## config.mk

```make
export PLATFORM = sky130hd
export DESIGN_NAME = paralelo_serial_param_flat
export DESIGN_NICKNAME = d
export VERILOG_FILES = /design/src/rtl/paralelo_serial_param_if.sv /design/src/rtl/paralelo_serial_param.sv /design/src/flat_wrapper.sv
export SDC_FILE = /design/constraint.sdc
export NUM_CORES = 1
export LEC_CHECK = 0
export CAP_MARGIN = 10
export CELL_PAD_IN_SITES_DETAIL_PLACEMENT = 1
export CELL_PAD_IN_SITES_GLOBAL_PLACEMENT = 1
export CORE_UTILIZATION = 50
export DETAILED_ROUTE_END_ITERATION = 8
export PLACE_DENSITY_LB_ADDON = 0.2
export SYNTH_ARGS = -nofsm -noshare
export SYNTH_HDL_FRONTEND = slang
export SYNTH_SLANG_ARGS = --single-unit
```

## constraint.sdc

```tcl
create_clock -name clk_32f -period 5.5 [get_ports clk_32f]
set_input_delay 0.825 -clock clk_32f [delete_from_list [all_inputs] [get_ports clk_32f]]
set_output_delay 0.825 -clock clk_32f [all_outputs]
set_load 0.02 [all_outputs]
```

## src/rtl/paralelo_serial_param_if.sv

```systemverilog
// Parallel-to-serial lane bus.
// Groups the word handshake (valid_in / in_parallel / ready_out) with the
// serial-side outputs and the status signals of paralelo_serial_param.
//   master : parallel datapath side (drives valid_in, in_parallel)
//   slave  : the converter (drives ready_out, serial outputs and status)
interface paralelo_serial_param_if #(
    parameter int WIDTH = 8,
    parameter int DEPTH = 4
);
    localparam int CW = $clog2(DEPTH) + 1;

    logic             valid_in;
    logic [WIDTH-1:0] in_parallel;
    logic             ready_out;
    logic             out_serial;
    logic             word_start;
    logic             data_valid_out;
    logic [CW-1:0]    fifo_count;
    logic             overflow;

    modport master (
        output valid_in, in_parallel,
        input  ready_out, out_serial, word_start, data_valid_out,
               fifo_count, overflow
    );

    modport slave (
        input  valid_in, in_parallel,
        output ready_out, out_serial, word_start, data_valid_out,
               fifo_count, overflow
    );
endinterface

```

## src/rtl/paralelo_serial_param.sv

```systemverilog
// Parameterised parallel-to-serial converter.
// Buffers WIDTH-bit words in a DEPTH-entry FIFO and shifts one word out every
// WIDTH bit clocks. When nothing is buffered at a word boundary, IDLE_WORD is
// sent instead, with data_valid_out low.
// Ports:
//   clk_32f : serial bit clock, all state on its rising edge
//   reset   : synchronous, active high
//   bus     : slave side of paralelo_serial_param_if
//             valid_in/in_parallel/ready_out  word handshake
//             out_serial, word_start, data_valid_out  serial lane (aligned)
//             fifo_count, overflow (sticky)  status
module paralelo_serial_param #(
    parameter int               WIDTH     = 8,
    parameter int               DEPTH     = 4,
    parameter logic [WIDTH-1:0] IDLE_WORD = WIDTH'(8'hBC),
    parameter bit               MSB_FIRST = 1'b1
) (
    input  logic                   clk_32f,
    input  logic                   reset,
    paralelo_serial_param_if.slave bus
);
    localparam int AW   = $clog2(DEPTH);
    localparam int CW   = AW + 1;
    localparam int CNTW = $clog2(WIDTH);

    logic [WIDTH-1:0] mem [DEPTH];
    logic [AW-1:0]    wr_ptr, rd_ptr;
    logic [CW-1:0]    count, count_nxt;
    logic [WIDTH-1:0] shreg, shifted;
    logic [CNTW-1:0]  cnt;
    logic             dv_q, ws_q, ovf_q;
    logic             boundary, push, pop;

    // ready depends only on registered fill level and reset, never on valid_in
    assign bus.ready_out = !reset && (count < CW'(DEPTH));

    always_comb begin
        boundary  = (cnt == CNTW'(WIDTH - 1));
        push      = bus.valid_in && bus.ready_out;
        // pop decision uses the fill level before this edge, so a word
        // written on a boundary edge cannot bypass straight into the shifter
        pop       = boundary && (count != '0);
        count_nxt = count;
        case ({push, pop})
            2'b10:   count_nxt = count + CW'(1);
            2'b01:   count_nxt = count - CW'(1);
            default: count_nxt = count;
        endcase
        // shift toward whichever end feeds out_serial
        if (MSB_FIRST) shifted = {shreg[WIDTH-2:0], 1'b0};
        else           shifted = {1'b0, shreg[WIDTH-1:1]};
    end

    // storage has no reset; pointers and count define what is valid
    always_ff @(posedge clk_32f) begin
        if (push) mem[wr_ptr] <= bus.in_parallel;
    end

    always_ff @(posedge clk_32f) begin
        if (reset) begin
            wr_ptr <= '0;
            rd_ptr <= '0;
            count  <= '0;
            ovf_q  <= 1'b0;
            shreg  <= IDLE_WORD;
            cnt    <= '0;
            dv_q   <= 1'b0;
            ws_q   <= 1'b1;
        end else begin
            if (push) wr_ptr <= wr_ptr + AW'(1);
            if (pop)  rd_ptr <= rd_ptr + AW'(1);
            count <= count_nxt;
            if (bus.valid_in && !bus.ready_out) ovf_q <= 1'b1;
            // next bit is the first of a word exactly when this edge is a boundary
            ws_q <= boundary;
            if (boundary) begin
                cnt <= '0;
                if (pop) begin
                    shreg <= mem[rd_ptr];
                    dv_q  <= 1'b1;
                end else begin
                    shreg <= IDLE_WORD;
                    dv_q  <= 1'b0;
                end
            end else begin
                cnt   <= cnt + CNTW'(1);
                shreg <= shifted;
            end
        end
    end

    // out_serial is taken straight from a shift register flop
    assign bus.out_serial     = MSB_FIRST ? shreg[WIDTH-1] : shreg[0];
    assign bus.word_start     = ws_q;
    assign bus.data_valid_out = dv_q;
    assign bus.fifo_count     = count;
    assign bus.overflow       = ovf_q;
endmodule

```

## src/flat_wrapper.sv

```systemverilog
// flat-port wrapper written by rule: the top's interface ports become plain ports
module paralelo_serial_param_flat 
#(
    parameter int               WIDTH     = 8,
    parameter int               DEPTH     = 4,
    parameter logic [WIDTH-1:0] IDLE_WORD = WIDTH'(8'hBC),
    parameter bit               MSB_FIRST = 1'b1
)
  (clk_32f, reset, bus_valid_in, bus_in_parallel, bus_ready_out, bus_out_serial, bus_word_start, bus_data_valid_out, bus_fifo_count, bus_overflow);
  paralelo_serial_param_if #(.WIDTH(WIDTH), .DEPTH(DEPTH)) bus_i ();
  input  logic clk_32f;
  input  logic reset;
  input wire logic [$bits(bus_i.valid_in)-1:0] bus_valid_in;
  input wire logic [$bits(bus_i.in_parallel)-1:0] bus_in_parallel;
  output wire logic [$bits(bus_i.ready_out)-1:0] bus_ready_out;
  output wire logic [$bits(bus_i.out_serial)-1:0] bus_out_serial;
  output wire logic [$bits(bus_i.word_start)-1:0] bus_word_start;
  output wire logic [$bits(bus_i.data_valid_out)-1:0] bus_data_valid_out;
  output wire logic [$bits(bus_i.fifo_count)-1:0] bus_fifo_count;
  output wire logic [$bits(bus_i.overflow)-1:0] bus_overflow;
  assign bus_i.valid_in = bus_valid_in;
  assign bus_i.in_parallel = bus_in_parallel;
  assign bus_ready_out = bus_i.ready_out;
  assign bus_out_serial = bus_i.out_serial;
  assign bus_word_start = bus_i.word_start;
  assign bus_data_valid_out = bus_i.data_valid_out;
  assign bus_fifo_count = bus_i.fifo_count;
  assign bus_overflow = bus_i.overflow;
  paralelo_serial_param #(.WIDTH(WIDTH), .DEPTH(DEPTH), .IDLE_WORD(IDLE_WORD), .MSB_FIRST(MSB_FIRST)) u_core (.clk_32f(clk_32f), .reset(reset), .bus(bus_i));
endmodule
```

After elaboration in Yosys (flattened, before gate mapping)
Memory sizes are Yosys's and may differ from the RTL's. A register that Yosys moved wholly into a read port is not among the register bits.
Index checks and enable logic that the tools add are counted.
- $add $sub $neg: 5
- $lt $le $gt $ge: 1
- equal/unequal tests: 3
- muxes and demuxes: 8
- bitwise logic cells: 2
- reduce and logical (&&, ||, !) cells: 10
- operator list (operator ; number):
    $mux 8 ; 2
    $add 3x1->3 const B ; 2
    $pmux 3 s2 ; 1
    $add 2x1->2 const B ; 2
    $logic_and 1x1->1 ; 4
    $mux 2 ; 2
    $eq 3x3->1 const B ; 1
    $lt 3x3->1 const B ; 1
    $mux 1 ; 3
    $reduce_bool 3->1 ; 1
    $reduce_or 3->1 ; 1
    $sub 3x1->3 const B ; 1
    $eq 2x1->1 const B ; 1
    $eq 2x2->1 const B ; 1
    $logic_not 1->1 ; 2
    $not 1->1 ; 2
    $reduce_bool 2->1 ; 1
    $reduce_or 2->1 ; 1
- register bits: 21
- bits in writable memories: 32
- word-level logic and storage cells: 39
- memories: 1
- memories (memory ; words ; width ; read ports ; clocked after memory_dff ; write ports ; RTL line ; text):
    u_core.mem ; 4 ; 8 ; 1 ; 1 ; 1 ; paralelo_serial_param.sv:26 ; logic [WIDTH-1:0] mem [DEPTH];

Longest topological paths before layout
- word-level depth: 5
- mapped depth: 10

Worst setup path after synthesis
Ideal clock, no wire load.
- path type: in2reg
- start: input port bus_valid_in
- end: register u_core.count[2] (netlist: u_core.bus.fifo_count[2])
- data arrival time: 2327 ps
- required time: 5429 ps
- path slack: 3102 ps
- cell stages on the path: 8
- path buffers: 0
- cell sequence: nor3b_2 -> inv_1 -> ha_1 -> inv_1 -> fa_1 -> xor2_1 -> or3_2 -> a21oi_1
- cells in the longest elaborated chain, start to end: 3
- elaborated cells between the ends (all ways): 5
- RTL lines (what ; RTL line ; text):
    start: declaration ; flat_wrapper.sv:13 ; input wire logic [$bits(bus_i.valid_in)-1:0] bus_valid_in;
    $logic_and 1x1->1 (*) ; paralelo_serial_param.sv:39 ; push = bus.valid_in && bus.ready_out;
    $eq 2x1->1 / $eq 2x2->1 (equally long branches) ; paralelo_serial_param.sv:44 ; case ({push, pop})
    $pmux 3 s2 / $reduce_bool 2->1 (equally long branches) ; - ;
    end signal: assignment ; paralelo_serial_param.sv:72 ; count <= count_nxt;
    end: declaration ; paralelo_serial_param.sv:28 ; logic [CW-1:0] count, count_nxt;
Mark *: on every way between the ends. The rest lies on a longest branch, timed or not.
A chain may end at the register's enable or synchronous reset.

Worst setup path in the final report
- start: input port reset
- end: output port bus_ready_out
- cells in the longest elaborated chain, start to end: 2
- RTL lines (what ; RTL line ; text):
    start: declaration ; flat_wrapper.sv:12 ; input logic reset;
    $logic_not 1->1 ; paralelo_serial_param.sv:35 ; assign bus.ready_out = !reset && (count < CW'(DEPTH));
    $logic_and 1x1->1 ; paralelo_serial_param.sv:35 ;
    end: declaration ; flat_wrapper.sv:15 ; output wire logic [$bits(bus_i.ready_out)-1:0] bus_ready_out;
No other way between the ends.

==> flow_metrics.env <==
export IMPL_status="completed"
export IMPL_crit_top_cell="clkdlybuf4s50_1"
export IMPL_rsz0062_at_grt="false"
export IMPL_vias=1061
export IMPL_holdPathStages=1
export IMPL_cts_sinks=55
export IMPL_cp_required_ns=4.68
export IMPL_drt_initial_drc_count=36
export IMPL_ctsHoldBuffers=0
export IMPL_root_buffer="clkbuf_8"
export IMPL_p_leak_nw=0.814
export IMPL_initial_core_util=0.540
export IMPL_worst_slew_pin_slew_ns=0.569
export IMPL_synth_edf_count=32
export IMPL_layout_commonest_cell="edfxtp_1"
export IMPL_hpwl_microns=2510
export IMPL_cts_buffer_depth=2
export IMPL_min_to="u_core.cnt[0]"
export IMPL_grt_max_degree=18
export IMPL_finalWirelength_microns=3630
export IMPL_ys_ff_latch=55
export IMPL_cts_buffers_inserted=5
export IMPL_grt_pass1_wl_microns=5770
export IMPL_track_usage=0.193
export IMPL_die_height_microns=66.0
export IMPL_rows=22
export IMPL_areaGrowthSynthToFinish_pct=14.5
export IMPL_hold_path_startpoint="u_core.cnt[0]"
export IMPL_io_pins=19
export IMPL_critPathCaptureType="output pin"
export IMPL_grt_pass1_vias=1168
export IMPL_die_x_microns=66.0
export IMPL_cp_cell_sequence="clkdlybuf4s50_1 -> nor2_1 -> clkdlybuf4s50_1"
export IMPL_min_period_ns=3.17
export IMPL_r2r_slack_ns=3.20
export IMPL_synth_top_area_frac=0.469
export IMPL_final_period_utilization=0.576
export IMPL_grt_ovfl_total=0
export IMPL_worst_path_max_delay_cell="clkdlybuf4s50_1"
export IMPL_synth_net_count=146
export IMPL_critPathKind="in2out"
export IMPL_min_path_type="reg2reg"
export IMPL_drt_pass1_iter_count=6
export IMPL_path_max_fanout=14
export IMPL_finalHoldViolCount=0
export IMPL_path_clk_slew_ns=0.09
export IMPL_synth_top_area_cell="edfxtp_1"
export IMPL_avgSynthCellArea_sq_um=16.1
export IMPL_antenna_cells=0
export IMPL_synth_area_leaders="edfxtp_1, dfxtp_1, mux4_2"
export IMPL_cts_htree_levels=2
export IMPL_fin_tns_setup_ns=0
export IMPL_place_congestion=0.696
export IMPL_grt_antenna_before_repair=0
export IMPL_post_cts_resized=0
export IMPL_hold_slack_ns=0.437
export IMPL_ant_nets=0
export IMPL_synthArstFlopShare=0
export IMPL_drc=0
export IMPL_crit_family="buffers and inverters"
export IMPL_die_area_sq_um=4360
export IMPL_nets=167
export IMPL_powerDensity_nw_per_um2=304
export IMPL_coreArea_sq_um=3800
export IMPL_mostFrequentLayoutCells="edfxtp_1, dfxtp_1, clkdlybuf4s50_1"
export IMPL_ys_flop_type="edfxtp_1"
export IMPL_insertion_delay_ns=0.31
export IMPL_vias_per_cell=5.39
export IMPL_finalInstanceArea_sq_um=2350
export IMPL_ir_drop_uv=217
export IMPL_max_freq_mhz=316
export IMPL_place_area_sq_um=2260
export IMPL_timing_rr_start="u_core.cnt[0]"
export IMPL_layout_drive_gt1_share=0.121
export IMPL_cp_num_buf_inv=2
export IMPL_cts_setup_buffers=0
export IMPL_io_buffers=18
export IMPL_yosys_warnings=0
export IMPL_worstSetupStartpointType="input pin"
export IMPL_fillers=344
export IMPL_r2r_cells=10
export IMPL_cpPeakStageDelay_ns=0.70
export IMPL_drv_slew=0
export IMPL_drv_cap=0
export IMPL_wl_per_cell_microns=18.4
export IMPL_fin_skew_ns=0.00672
export IMPL_setup_viol=0
export IMPL_netlist_instances=127
export IMPL_arrival_ns=2.34
export IMPL_relSlewSlack=0.619
export IMPL_cts_tree="done"
export IMPL_synth_cell_types=23
export IMPL_yosysSeqAreaShare=0.694
export IMPL_netlist_area_sq_um=2050
export IMPL_worstReg2RegEnd="u_core.bus.fifo_count[2]"
through the flow:
stage	instances	setup slack [ns]	utilization	power, mW
after global routing	197	2.24	0.618	0.739
final	197	2.33	0.618	0.713
after detailed placement	189	2.19	0.595	0.508
after CTS	197	2.35	0.618	0.721
after floorplan	127	3.10	-	0.485
after global placement	189	2.33	0.595	0.503
layer usage:
layer  track usage  vias to the layer above  share of wire
met5             0                        -              0
met4        0.0798                        0          0.018
met3        0.0569                        4          0.029
met2         0.346                       17           0.53
met1         0.212                      540           0.42
li1              -                      500              -
registers in the layout, summed over array words and instances, names as in the netlist, named ones only:
name                       flops
u_core.bus.overflow            1
u_core.shreg                   8
u_core.bus.word_start          1
u_core.bus.data_valid_out      1
u_core.rd_ptr                  2
u_core.wr_ptr                  2
u_core.bus.fifo_count          3
u_core.mem                    32
u_core.cnt                     3
how the worst max path moves through the flow:
stage | from | to | slack, ns | cells past startpoint
6_report | reset | bus_ready_out | 2.33 | 3
5_1_grt | reset | bus_ready_out | 2.24 | 3
4_1_cts | reset | bus_ready_out | 2.35 | 3
3_5_place_dp | reset | u_core.bus.fifo_count[2] | 2.19 | 9
3_3_place_gp | reset | u_core.bus.fifo_count[2] | 2.33 | 9
2_1_floorplan | bus_valid_in | u_core.bus.fifo_count[2] | 3.10 | 8
logic make-up (layout without fill, tap and decap cells):
kind of cell,after synthesis,count (layout),synth area share
flops,55,55,0.694
mux,8,8,0.0879
simple gates,25,25,0.0617
fa+ha+maj,8,8,0.0525
xor+xnor,5,5,0.0214
buf+inv,12,34,0.0293
compound gates,14,14,0.0537
cell usage after synthesis (3+ instances only):
master	instances
xor2_1	4
edfxtp_1	32
nand2_1	3
a21oi_1	3
dfxtp_1	23
ha_1	7
and2_1	7
inv_1	8
nor2_1	12
o22a_1	5
mux4_2	8
worst register-to-register path: cells and delay by family (launching register included):
family / cells / cell delay [ns]
AND/OR/NAND/NOR: 1 / 0.41
buffers and inverters: 2 / 0.14
flip-flops: 1 / 0.35
AO/OA/AOI/OAI: 2 / 0.27
XOR/XNOR: 1 / 0.17
adder cells (fa/ha/maj): 4 / 0.90
report_power, final:
part / switching [mW] / internal [mW] / total (mW)
clock: 0.125 / 0.0901 / 0.215
sequential: 0.00623 / 0.448 / 0.454
combinational: 0.0226 / 0.0210 / 0.0436
total: 0.154 / 0.559 / 0.713
final cells by class:
| cell class | instances | area [sq um] | area share |
|---|---|---|---|
| Clock inverter | 2 | 13.8 | 0.00587 |
| Clock buffer | 6 | 72.6 | 0.0309 |
| Timing Repair Buffer | 18 | 180 | 0.0768 |
| Tap cell | 48 | 60.1 | 0.0256 |
| Inverter | 8 | 30.0 | 0.0128 |
| Sequential cell | 55 | 1420 | 0.606 |
| Multi-Input combinational cell | 60 | 568 | 0.242 |
(Power assumes the default switching activity.)
